**config.mk**
```make
export PLATFORM = sky130hd
export DESIGN_NAME = moore_pattern_gen
export DESIGN_NICKNAME = d
export VERILOG_FILES = /design/src/rtl/fsm_pkg.sv /design/src/rtl/moore_pattern_gen.sv
export SDC_FILE = /design/constraint.sdc
export NUM_CORES = 1
export LEC_CHECK = 0
export ABC_CLOCK_PERIOD_IN_PS = 2650
export CAP_MARGIN = 15
export CORE_AREA = 2 2 54 56
export DETAILED_ROUTE_END_ITERATION = 7
export DIE_AREA = 0 0 56 58
export PLACE_DENSITY_LB_ADDON = 0.15
export SLEW_MARGIN = 40
export SYNTH_ARGS = -nofsm -noshare
export SYNTH_HDL_FRONTEND = slang
export SYNTH_SLANG_ARGS = --single-unit
```
**constraint.sdc**
```tcl
create_clock -name clk -period 2.65 [get_ports clk]
set_input_delay 0.795 -clock clk [delete_from_list [all_inputs] [get_ports clk]]
set_output_delay 0.795 -clock clk [all_outputs]
set_load 0.02 [all_outputs]
```
**src/rtl/fsm_pkg.sv**
```systemverilog
// Shared state definitions for the Moore/Mealy FSM blocks and the pattern generator.
package fsm_pkg;

    localparam int STATE_W = 2;

    typedef enum logic [STATE_W-1:0] {
        IDLE  = 2'b00,
        SHIFT = 2'b01,
        GAP   = 2'b10,
        DONE  = 2'b11
    } state_t;

endpackage

```
**src/rtl/moore_pattern_gen.sv**
```systemverilog
// Moore serial pattern transmitter: loads a word on start, shifts it out MSB-first,
// optionally repeats it with a one-cycle gap between frames, then pulses done.
module moore_pattern_gen
    import fsm_pkg::*;
#(
    parameter int WIDTH = 8,
    parameter int REP_W = 3,
    parameter int IDX_W = $clog2(WIDTH)
) (
    input  logic               clk,
    input  logic               rst,
    input  logic               start,
    input  logic [WIDTH-1:0]   pattern,
    input  logic [REP_W-1:0]   repeat_cnt,
    output logic               out,
    output logic               valid,
    output logic               busy,
    output logic               done,
    output logic [STATE_W-1:0] state,
    output logic [STATE_W-1:0] next_state
);

    localparam logic [IDX_W-1:0] LAST_IDX = IDX_W'(WIDTH - 1);

    state_t             cur_state;
    state_t             nxt_state;
    logic [WIDTH-1:0]   shreg;
    logic [WIDTH-1:0]   hold;
    logic [IDX_W-1:0]   idx;
    logic [REP_W-1:0]   rep;

    // Next-state decode; reset forces IDLE so the debug view matches the register.
    always_comb begin
        nxt_state = cur_state;
        if (rst) begin
            nxt_state = IDLE;
        end else begin
            case (cur_state)
                IDLE:  if (start) nxt_state = SHIFT;
                SHIFT: if (idx == LAST_IDX) nxt_state = (rep != '0) ? GAP : DONE;
                GAP:   nxt_state = SHIFT;
                DONE:  nxt_state = IDLE;
                default: nxt_state = IDLE;
            endcase
        end
    end

    // State register plus the shift, holding, index and repeat registers.
    always_ff @(posedge clk) begin
        if (rst) begin
            cur_state <= IDLE;
            shreg     <= '0;
            hold      <= '0;
            idx       <= '0;
            rep       <= '0;
        end else begin
            cur_state <= nxt_state;
            case (cur_state)
                IDLE: begin
                    if (start) begin
                        shreg <= pattern;
                        hold  <= pattern;
                        rep   <= repeat_cnt;
                        idx   <= '0;
                    end
                end
                SHIFT: begin
                    shreg <= shreg << 1;
                    idx   <= idx + IDX_W'(1);
                end
                GAP: begin
                    shreg <= hold;
                    idx   <= '0;
                    rep   <= rep - REP_W'(1);
                end
                default: ;
            endcase
        end
    end

    assign out        = (cur_state == SHIFT) ? shreg[WIDTH-1] : 1'b0;
    assign valid      = (cur_state == SHIFT);
    assign done       = (cur_state == DONE);
    assign busy       = (cur_state != IDLE);
    assign state      = cur_state;
    assign next_state = nxt_state;

endmodule

```
* After elaboration in Yosys (flattened, before gate mapping)
Cells that the tools add are included.
** Operators by class
- Add/sub/neg operators :: 2
- Equality and inequality tests :: 5
- Mux-type cells :: 12
- Reduce and logical (&&, ||, !) cells :: 8
** Operators by type and width (number)
- $pmux 8 s3 :: 1
- $pmux 3 s3 :: 1
- $mux 8 :: 1
- $pmux 2 s4 :: 1
- $mux 2 :: 3
- $mux 3 :: 2
- $pmux 3 s2 :: 1
- $reduce_and 2->1 :: 3
- $reduce_bool 3->1 :: 2
- $eq 2x2->1 const B :: 2
- $reduce_bool 2->1 :: 2
- $add 3x1->3 const B :: 1
- $eq 3x3->1 const B :: 1
- $sub 3x1->3 const B :: 1
- $eq 2x1->1 const B :: 1
- $logic_not 2->1 :: 1
- $mux 1 :: 2
- $ne 2x2->1 const B :: 1
** Word-level totals
- Bits in registers :: 24
- Input port bits :: 14
- Output and inout port bits :: 8

* Depth between registers and ports, before layout
- Word-level depth :: 5
- Mapped depth :: 6
- Mapped depth without buffers :: 5

* Worst setup path before layout
Ideal clock, no wire load.
- Path kind :: reg2out
- From :: register cur_state[1], in the netlist state[1]
- To :: output port next_state[0]
- Arrival time :: 1.789 ns
- Required time :: 1.855 ns
- Path slack :: 0.066 ns
- Stages on the path, launching flop included :: 6
- Buffers on the path :: 0
- Cells stage by stage :: dfxtp_1 > inv_1 > ha_1 > nor2b_1 > a2111oi_0 > nor3_1
** Between the ends
- Longest elaborated chain between the ends :: 3
- Elaborated cells between the ends (all ways) :: 6
- Those cells by class :: eq/ne: 3; mux: 2; reduce/logical: 1
** RTL lines
- start, declared :: RTL line moore_pattern_gen.sv:25 : state_t cur_state;
- start signal, assigned :: RTL line moore_pattern_gen.sv:57 : cur_state <= nxt_state;
- $eq 2x1->1
- named net valid :: RTL line moore_pattern_gen.sv:16 : output logic valid,
- $pmux 2 s4 :: RTL line moore_pattern_gen.sv:38 : case (cur_state)
- $mux 2 :: RTL line moore_pattern_gen.sv:35 : if (rst) begin
- end, declared :: RTL line moore_pattern_gen.sv:20 : output logic [STATE_W-1:0] next_state
The timed path passes the listed nets, and every way through them passes these cells.

* Worst setup path after layout
- From :: register idx[1]
- To :: output port next_state[0]
** Between the ends
- Longest elaborated chain between the ends :: 4
** RTL lines
- start, declared :: RTL line moore_pattern_gen.sv:29 : logic [IDX_W-1:0] idx;
- start signal, assigned :: RTL line moore_pattern_gen.sv:69 : idx <= idx + IDX_W'(1);
- $eq 3x3->1 :: RTL line moore_pattern_gen.sv:40 : SHIFT: if (idx == LAST_IDX) nxt_state = (rep != '0) ? GAP : DONE;
- $mux 2 :: RTL line moore_pattern_gen.sv:40
- $pmux 2 s4 :: RTL line moore_pattern_gen.sv:38
- $mux 2 :: RTL line moore_pattern_gen.sv:35
No other way between the ends.

==> impl.org <==
** Outcome
- The run finished with clean final reports.

** Critical path
- Counting both buffers and inverters, the worst setup path holds a total of 2.
- Crit path DAT :: 1.80 ns
- Startpoint type of the worst setup path :: register
- Among the stages of the critical path, the cell type that occurs most often is sky130_fd_sc_hd__ha_4.
- The kind of cell with the highest combined delay along the critical path is flip-flops.
- Worst reg2reg path startpoint :: state[1]
- The worst setup path is of the register to output pin kind.
- Required time reported for the critical path endpoint :: between 1.5 and 2 ns
- Delay of the slowest cell on the worst path :: 0.36 ns
- Slowest stage cell on the critical path :: sky130_fd_sc_hd__dfxtp_2
- Cells along the critical path :: ha_4, ha_4, and4b_1, a2111oi_2, buf_4, nor3_4, buf_6
- CP Capture Type :: output pin
- CP Launch Point :: idx[1]
- Worst Path Max Fanout :: 3

** Clock network
- Hold repair after CTS inserted 0 buffers.
- Clock-pin slew was measured on the worst setup and hold paths at about 0.13 ns.
- CTS saw 24 sinks.
- Worst-case clock buffer depth :: 2
- CTS tree :: done
- Number of clock buffers inserted by TritonCTS :: 3
- Maximum level of the CTS H-tree :: 1
- Root buffer selected by CTS :: sky130_fd_sc_hd__clkbuf_4
- Clock latency at the later pin of the worst-skew pair :: 0.30 ns

** Global routing
- Global routing used 20.3% of the available tracks.
- The via count of the first global-routing pass was ~1100.
- Largest net degree at the start of global routing :: 31
- The number of antenna violations at the first check in global routing was 0.
- Total global routing overflow :: 0
- Global-route wire length before repair :: ~5300 um

** Timing
- Tightest slew margin relative to the limit :: 59.5%
- Setup clock skew after layout :: about 0.0059 ns
- Setup repair after global routing could not meet its margin everywhere.
- Max-slew violation count :: 0
- On the final layout, the worst hold slack is 0.466 ns.
- Final Hold Viols :: 0
- Final Setup Violations :: 0
- Setup TNS :: 0 ns
- Fin worst setup slack :: 0.0501 ns
- Fraction of the cycle the final worst path needs :: 98.1%
- At the pin with the least slew margin, the transition time is ~0.60 ns.
- Counting I/O delays and the setup requirement, the final critical path takes roughly 2.6 ns.
- Highest Clock Rate :: slightly below 400 MHz

** Final layout
- For this run, the number of standard cells in the final layout without fillers is 218.
- The number of antenna diodes in the final layout is 0.
- Fraction of final layout cells sized beyond drive strength 1 :: 16.0%
- Relative to the synthesized area, the layout overhead comes to 28.8%.
- Layout Nets :: around 210

** Placed design
- Placer Congestion :: 0.832
- Before CTS, the worst setup slack after placement is -0.543 ns.
- In this run, placement finished with an instance count of around 210.
- Buffers on Ports :: 21
- Once detailed placement completed, the half-perimeter wirelength came to about 2400 um.

** Synthesis
- The synthesized design contains 24 register bits.
- Yosys attributes the largest share of cell area to sky130_fd_sc_hd__dfxtp_1, sky130_fd_sc_hd__ha_1, sky130_fd_sc_hd__a21oi_1, sky130_fd_sc_hd__a221oi_1, sky130_fd_sc_hd__o21ai_0.
- The share of the Yosys chip area taken by registers is 36.6%.
- Summing every instance area after synthesis gives between 0.001 and 0.0015 mm^2.
- Synth Area per Inst :: around 8.1 um^2
- The synthesized netlist contains 30 unique library cells.
- Total nets after synthesis :: approximately 190
- The biggest area contributor in the post-synthesis netlist is sky130_fd_sc_hd__dfxtp_1.
- Count of warnings emitted by yosys :: 0
- Synth top area share :: a little over a third
- Counting every instance in the synthesized netlist gives about 160.

** Pwr
- Leakage power :: 0.670 nW
- In this run the power density over the cells is about 450 mW/mm^2.
- Total power :: 0.000766 W
- The worst-case IR drop observed on VDD is 384 uV.

** Floorplan
- The floorplan has 19 rows.
- The die is 56 um wide.
- In this run the vertical extent of the chip is 58 um.
- Area of the die :: approximately 0.0032 mm^2
- For this design the top-level I/O count stands at 22.
- Placeable core region :: 0.00266 mm^2
- Once the floorplan was initialized, standard cells occupied 49.2% of the core.

** Drt
- Once detail routing completed, the nets flagged for antenna violations numbered 0.
- In the routed design, unresolved DRC markers number 0.
- DR vias/cell :: 5.93
- Final WL :: 3270 um
- Before antenna repair, the detailed router went through 4 iterations.
- Total via count after detailed routing :: 1292
- Starting DRC count in detailed routing :: 59
- After detailed routing, the average wire length per cell comes to 15.0 um.

** Worst hold path
- In this run the most critical hold path is launched from hold[0].
- Hold Path Class :: register to register

** Flow run
- Max-cap violations in this run came to 0.
==> logic make-up after synthesis <==
family / count (synthesis) / synth area share (%)
fa+ha+maj: 10 / 9.54
buf+inv: 18 / 5.92
flops: 24 / 36.6
compound gates: 48 / 21.6
simple gates: 60 / 25.6
mux: 1 / 0.763
==> cell type report <==
class / instances / area, um^2
Timing Repair Buffer: 33 / 300
Clock buffer: 3 / 22.5
Fill cell: 248 / 973
Tap cell: 31 / 38.8
Multi-Input combinational cell: 119 / 812
Inverter: 8 / 30.0
Sequential cell: 24 / 485
==> report_power, final <==
part	leakage, nW	total (W)	switching, W	internal [W]
combinational	0.457	0.000206	0.000110	0.0000966
clock	0.0138	0.000154	0.000101	0.0000530
sequential	0.199	0.000406	0.0000162	0.000389
==> metal layers <==
metal,vias up,wire length (um),GRT usage [%]
li1,633,-,-
met1,617,1520,28.7
met2,40,1570,33.6
met3,2,161,2.68
met4,0,17,4.08
met5,-,0,0
==> cell usage in the layout, fill, tap and decap left out, types with 3 or more instances in the layout <==
master and n:
sky130_fd_sc_hd__a221oi_1 7, sky130_fd_sc_hd__nand3_1 8, sky130_fd_sc_hd__clkbuf_4 3, sky130_fd_sc_hd__nor2_1 9
sky130_fd_sc_hd__a21oi_1 16, sky130_fd_sc_hd__o21ai_1 8, sky130_fd_sc_hd__ha_1 7, sky130_fd_sc_hd__or4_1 7
sky130_fd_sc_hd__nand2_1 10, sky130_fd_sc_hd__nor2b_1 7, sky130_fd_sc_hd__inv_1 8, sky130_fd_sc_hd__dfxtp_1 20
sky130_fd_sc_hd__clkdlybuf4s50_1 17, sky130_fd_sc_hd__o21ai_0 11, sky130_fd_sc_hd__buf_4 12, sky130_fd_sc_hd__dfxtp_2 4
sky130_fd_sc_hd__and2b_1 3
==> tightest hold or removal path, cell delays in order (launching register included) <==
cell and delay (ns):
sky130_fd_sc_hd__dfxtp_1 0.33, sky130_fd_sc_hd__nand2_1 0.05, sky130_fd_sc_hd__a21oi_1 0.06
==> registers in the layout, summed over array words and instances, names as in the netlist <==
signal and flops:
idx 3, state 2, shreg 8, rep 3, hold 8
==> synth_stat cells <==
| library cell | count |
|---|---|
| sky130_fd_sc_hd__o21ai_1 | 8 |
| sky130_fd_sc_hd__nand4_1 | 2 |
| sky130_fd_sc_hd__clkbuf_1 | 2 |
| sky130_fd_sc_hd__nand4b_1 | 1 |
| sky130_fd_sc_hd__ha_1 | 10 |
| sky130_fd_sc_hd__nand3b_1 | 1 |
| sky130_fd_sc_hd__nand3_1 | 8 |
| sky130_fd_sc_hd__nor2b_2 | 1 |
| sky130_fd_sc_hd__or4_1 | 7 |
| sky130_fd_sc_hd__mux2i_1 | 1 |
| sky130_fd_sc_hd__buf_2 | 8 |
| sky130_fd_sc_hd__and2_1 | 1 |
| sky130_fd_sc_hd__or3_1 | 2 |
| sky130_fd_sc_hd__and2b_1 | 3 |
| sky130_fd_sc_hd__a2111oi_0 | 2 |
| sky130_fd_sc_hd__dfxtp_1 | 24 |
| sky130_fd_sc_hd__inv_1 | 8 |
| sky130_fd_sc_hd__o21ai_0 | 11 |
| sky130_fd_sc_hd__a211o_1 | 1 |
| sky130_fd_sc_hd__a221oi_1 | 7 |
| sky130_fd_sc_hd__and4b_1 | 1 |
| sky130_fd_sc_hd__a21o_1 | 1 |
| sky130_fd_sc_hd__nand2_1 | 10 |
| sky130_fd_sc_hd__nor3_1 | 4 |
| sky130_fd_sc_hd__nand2b_1 | 2 |
| sky130_fd_sc_hd__nor2b_1 | 7 |
| sky130_fd_sc_hd__nor2_1 | 9 |
| sky130_fd_sc_hd__a21oi_1 | 17 |
| sky130_fd_sc_hd__and3_1 | 1 |
| sky130_fd_sc_hd__o211ai_1 | 1 |
==> metrics by stage <==
step | utilization (%) | cell area, um^2
finish | 63.4 | 1690
floorplan | - | 1310
global placement | 59.6 | 1590
detailed placement | 59.6 | 1590
global route | 63.4 | 1690
CTS | 61.1 | 1630
==> path summary, 6_finish.rpt <==
check / to / slack [ns] / depth (start not counted)
hold / removal: hold[0] / 0.47 / 2
setup / recovery: next_state[0] / 0.05 / 7
setup reg to reg: shreg[0] / 0.70 / 6
hold reg to reg: hold[0] / 0.47 / 2
==> repair_timing <==
action,in CTS,in global routing
setup endpoints to repair,3,1
gates resized for setup,19,12
pin swaps,1,3
setup buffers,0,2
(Power assumes the default switching activity.)
